File: config.mk
export PLATFORM = sky130hd
export DESIGN_NAME = pc_sequencer
export DESIGN_NICKNAME = d
export VERILOG_FILES = /design/src/rtl/pc_sequencer.sv
export SDC_FILE = /design/constraint.sdc
export NUM_CORES = 1
export LEC_CHECK = 0
export ABC_CLOCK_PERIOD_IN_PS = 2800
export CORE_MARGIN = 2
export CORE_UTILIZATION = 23
export CTS_CLUSTER_SIZE = 28
export DETAILED_ROUTE_END_ITERATION = 8
export PLACE_DENSITY_LB_ADDON = 0.05
export SETUP_SLACK_MARGIN = 0.05
export SLEW_MARGIN = 10
export SYNTH_ARGS = -nofsm -noshare
export SYNTH_HDL_FRONTEND = slang
export SYNTH_SLANG_ARGS = --single-unit
File: constraint.sdc
create_clock -name clk -period 2.8 [get_ports clk]
set_input_delay 0.7 -clock clk [delete_from_list [all_inputs] [get_ports clk]]
set_output_delay 0.7 -clock clk [all_outputs]
set_load 0.005 [all_outputs]
File: src/rtl/pc_sequencer.sv
// Registered fetch-stage program counter: next PC from ret / call / jump / branch / stall / +STEP, one-cycle latency.
// Defining PC_RAS_EN adds a circular return-address stack; without it call acts as jump and ret is ignored.
module pc_sequencer #(
  parameter int unsigned WIDTH        = 8,
  parameter int unsigned STEP         = 1,
  parameter int unsigned OFF_W        = 8,
  parameter logic [31:0] RESET_VECTOR = 32'h0,
  parameter int unsigned RAS_DEPTH    = 4
) (
  input  logic             clk,
  input  logic             rst,
  input  logic             stall,
  input  logic             branch_en,
  input  logic [OFF_W-1:0] branch_off,
  input  logic             jump_en,
  input  logic [WIDTH-1:0] jump_target,
  input  logic             call_en,
  input  logic             ret_en,
  output logic [WIDTH-1:0] pc,
  output logic [WIDTH-1:0] pc_plus_step,
  output logic             pc_valid,
  output logic             redirect,
  output logic             ras_full,
  output logic             ras_empty,
  output logic             ras_underflow
);
  localparam logic [WIDTH-1:0] RV     = RESET_VECTOR[WIDTH-1:0];
  localparam logic [WIDTH-1:0] STEP_W = WIDTH'(STEP);

  logic [WIDTH-1:0] off_ext;
  logic [WIDTH-1:0] branch_tgt;
  logic [WIDTH-1:0] pc_next;
  logic [WIDTH-1:0] ras_top;
  logic             do_ret;
  logic             redir_next;
  logic             uflow_next;
  logic             push;
  logic             pop;

  assign pc_plus_step = pc + STEP_W;
  assign off_ext      = WIDTH'($signed(branch_off));
  assign branch_tgt   = pc_plus_step + off_ext;

`ifdef PC_RAS_EN
  localparam int unsigned     PW      = $clog2(RAS_DEPTH);
  localparam logic [PW:0]     DEPTH_C = (PW+1)'(RAS_DEPTH);

  logic [WIDTH-1:0] ras_mem [RAS_DEPTH];
  logic [PW-1:0]    top_ptr;
  logic [PW-1:0]    top_inc;
  logic [PW:0]      ras_cnt;

  assign do_ret    = ret_en;
  assign top_inc   = top_ptr + 1'b1;
  assign ras_top   = ras_mem[top_ptr];
  assign ras_full  = (ras_cnt == DEPTH_C);
  assign ras_empty = (ras_cnt == '0);

  // Pointer wraps naturally, so a push on a full stack overwrites the oldest link.
  always_ff @(posedge clk or posedge rst) begin
    if (rst) begin
      top_ptr <= '0;
      ras_cnt <= '0;
    end else if (pc_valid) begin
      if (push) begin
        top_ptr <= top_inc;
        if (!ras_full) ras_cnt <= ras_cnt + 1'b1;
      end else if (pop) begin
        top_ptr <= top_ptr - 1'b1;
        ras_cnt <= ras_cnt - 1'b1;
      end
    end
  end

  always_ff @(posedge clk) begin
    if (pc_valid && push) ras_mem[top_inc] <= pc_plus_step;
  end
`else
  logic unused_ok;

  assign do_ret    = 1'b0;
  assign ras_top   = '0;
  assign ras_full  = 1'b0;
  assign ras_empty = 1'b1;
  assign unused_ok = ret_en ^ push ^ pop ^ (RAS_DEPTH > 0);
`endif

  always_comb begin
    pc_next    = pc;
    redir_next = 1'b0;
    uflow_next = 1'b0;
    push       = 1'b0;
    pop        = 1'b0;
    if (do_ret) begin
      redir_next = 1'b1;
      if (ras_empty) begin
        pc_next    = pc_plus_step;
        uflow_next = 1'b1;
      end else begin
        pc_next = ras_top;
        pop     = 1'b1;
      end
    end else if (call_en) begin
      redir_next = 1'b1;
      pc_next    = jump_target;
      push       = 1'b1;
    end else if (jump_en) begin
      redir_next = 1'b1;
      pc_next    = jump_target;
    end else if (branch_en) begin
      redir_next = 1'b1;
      pc_next    = branch_tgt;
    end else if (!stall) begin
      pc_next = pc_plus_step;
    end
  end

  // The first edge out of reset only marks the PC valid; sequencing starts on the next one.
  always_ff @(posedge clk or posedge rst) begin
    if (rst) begin
      pc            <= RV;
      pc_valid      <= 1'b0;
      redirect      <= 1'b0;
      ras_underflow <= 1'b0;
    end else if (!pc_valid) begin
      pc_valid      <= 1'b1;
      redirect      <= 1'b0;
      ras_underflow <= 1'b0;
    end else begin
      pc            <= pc_next;
      redirect      <= redir_next;
      ras_underflow <= uflow_next;
    end
  end
endmodule

==> results.cfg <==
[floorplanning]
design.portCount = 44
floorplan.initialDensity_pct = 23.6
full_die_area_sq_um = 4960
dieHeight_um = 70.4
chipWidth_um = 70.4
placement_row_count = 24
core_sq_um = 4290

[timing]
final.min_clock_period_ns = 2.64
timing.final.setup_violations = 0
finClkSkew_ns = 0.00466
finalHoldViolCount = 0
timing_max_transition_violations_final = 0
fin_setup_tns_ns = 0
final_cycle_share_pct = 94.2
setup_repair_after_global_routing_missed_its_margin = yes
fmax_mhz = 379

[clock_network]
numClockSinks = 10
tritoncts_clock_tree = done
cts_setup_buffers = 0
clk_transition_reported_paths_ns = 0.05
clk_root_buffer_cell = clkbuf_8
htreeDepth = 1
tritoncts.num_buffers = 3
clockBufferDepth = 2
clock_latency_ns = 0.24

[placement]
dpl_cell_area_sq_um = 1490
port_buffers = 39
hpwlAfterDp_um = 2420
finalWeightedCongestion = 0.711
placed_cells_incl_taps = 211

[final_layout]
antennaDiodeCount = 0
utilization_pct = 35.9
final_net_count = 197
layoutNonFillerInstCount = 214
area_delta_synth_final_pct = 52.0
design_area_sq_um = 1540
layout-drive-gt1-share_pct = 12.3

[worst_setup_path]
worst-endpoint-required_ns = 2.10
setup.worst_path.class = reg -> out
crit_family = buffers and inverters
bufs_and_invs_on_worst_path = 1
crit_path_max_incr_delay_ns = 0.53
setup.worst_path.start = pc[2]
crit_path_cell_trace = nand4_1, nor2_2, xor2_2, clkdlybuf4s50_1
crit_path_max_fanout = 6
worstPathArrival_ns = 1.94
worst_r2r_startpoint = pc[0]
cp_slowest_cell = clkdlybuf4s50_1
kind_of_end_point_of_the_critical_path = output port
start_kind = register

[grt]
global_route.overflow_total = 0
antenna_found_initial = 0
global_route.usage.total_pct = 12.9
first_global_vias = 1061
grt_max_degree = 16
grt_pass1_wl_um = 5060

[synth]
async_flop_share_pct = 100
synth.top_cells.by_count = 10 x dfrtp_1, 9 x ha_1, 9 x o21ai_0
avgSynthCellArea_sq_um = 8.60
synth.yosys.warnings = 0
synthCells = 118
postSynthRegisterBits = 10
ys_dominant_reg_cell = dfrtp_1
netlist_top_cells_area = dfrtp_1 25%, ha_1 11%, xor2_1 5.2%
synth-edff-count = 0
synth.cell_area_sq_um = 1010
synth_sequential_area_ratio_pct = 24.7
netlist-cell-type-count = 39
netlist.area_leader.share_pct = 24.7
synth_top_cell_by_area = dfrtp_1
synth.most_common_cell = dfrtp_1

[routing]
dr.first_iter.drc_count = 19
drtAntennaViolNets = 0
route.final.wire_length_um = 3080
drt_first_pass_iters = 6
routedWlPerCell_um = 14.4
drt_drc_violations_left = 0
detailroute.via_count = 1035
via_per_inst = 4.84

[status]
outcome = finished, final reports clean

[hold_path]
min_path_type = reg -> reg
worstHoldStart = pc[6]

[power]
leakagePower_uw = 0.000643
ir_drop_worst_case_vdd_mv = 0.171
power_frac_comb_pct = 54.8
netSwitchingFraction_pct = 36.6
power_uw = 792
power.net_switching_uw = 290
p_int_uw = 502
seq_power_share_pct = 25.3
clock_power_share_pct = 19.9
power.density_cell_area_nw_per_um2 = 513

[flow_run]
maxCapViolations = 0
registers in the layout, summed over array words and instances, names as in the netlist:
signal and cells:
redirect 1, pc 8, pc_valid 1
per-stage QoR:
stage | hold slack (ns) | setup slack, ns
floorplan | 0.526 | 0.551
global placement | 0.546 | -0.0510
detailed placement | 0.546 | -0.0451
CTS | 0.558 | 0.0626
global route | 0.613 | 0.0294
finish | 0.554 | 0.163
path summary, 6_finish.rpt:
kind / end / depth (start not counted) / slack, ns
max: pc_plus_step[5] / 4 / 0.16
min: pc[6] / 2 / 0.55
max reg2reg: pc[3] / 8 / 0.33
min reg2reg: pc[6] / 2 / 0.55
max in group asynchronous: pc[0] / 2 / 1.72
min in group asynchronous: pc[4] / 2 / 0.75
power by group through the flow:
stage               combinational (uW)  sequential (uW)  clock [uW]
CTS                                433              199         160
finish                             433              201         157
global route                       481              205         165
detailed placement                 430              201           0
global placement                   429              201           0
floorplan                          236              196           0
cells in the final DEF (no fill, tap or decap), types with 2 or more instances in the layout:
master,n
a211oi_1,3
a21o_1,2
a21oi_1,7
a22oi_1,2
and3_1,2
buf_4,7
clkbuf_8,3
clkdlybuf4s50_1,39
conb_1,4
dfrtp_1,9
ha_1,9
inv_1,4
nand2_1,7
nand3_1,5
nand4_1,2
nor2_1,6
nor2_2,2
nor2b_1,2
nor3_1,4
o21ai_0,9
o21bai_1,2
o221ai_1,3
xnor2_1,5
xor2_1,5
kinds of logic after synthesis:
family,Yosys count,synth area share (%)
AOI/OAI and AO/OA,37,25.3
other,2,0.740
adders and majority gates,10,13.1
muxes,1,0.986
xor gates and xnor gates,12,11.7
and+or+nand+nor,35,17.6
DFF,10,24.7
buffers and inverters,11,5.92
layer usage:
| layer | part of all wire, % | vias to the layer above | track usage, % |
|---|---|---|---|
| li1 | - | 517 | - |
| met1 | 47 | 486 | 16.3 |
| met2 | 47 | 27 | 22.1 |
| met3 | 4.3 | 5 | 1.15 |
| met4 | 1.8 | 0 | 5.77 |
| met5 | 0 | - | 0 |
cell type report:
class                   count  area [sq um]
repair buffers             46           443
clock buffers               3          41.3
well taps                  52          65.1
multi-input cells          99           727
flip-flops and latches     10           251
inverters                   4          15.0
fillers                   438          2750
worst min-delay path: cells and delay by family, from the launching register on:
family	cells	cell delay, ns
flip-flops	1	0.40
AO/OA/AOI/OAI	1	0.05
AND/OR/NAND/NOR	1	0.06
timing repair:
| action | 4_1_cts | 5_1_grt |
|---|---|---|
| gates resized for setup | 1 | 3 |
| endpoints found under the hold margin | 0 | 0 |
| hold buffers | 0 | 0 |
| endpoints found under the setup margin | 1 | 3 |
| pin swaps | 0 | 1 |
Power figures use the tool's default switching activity.
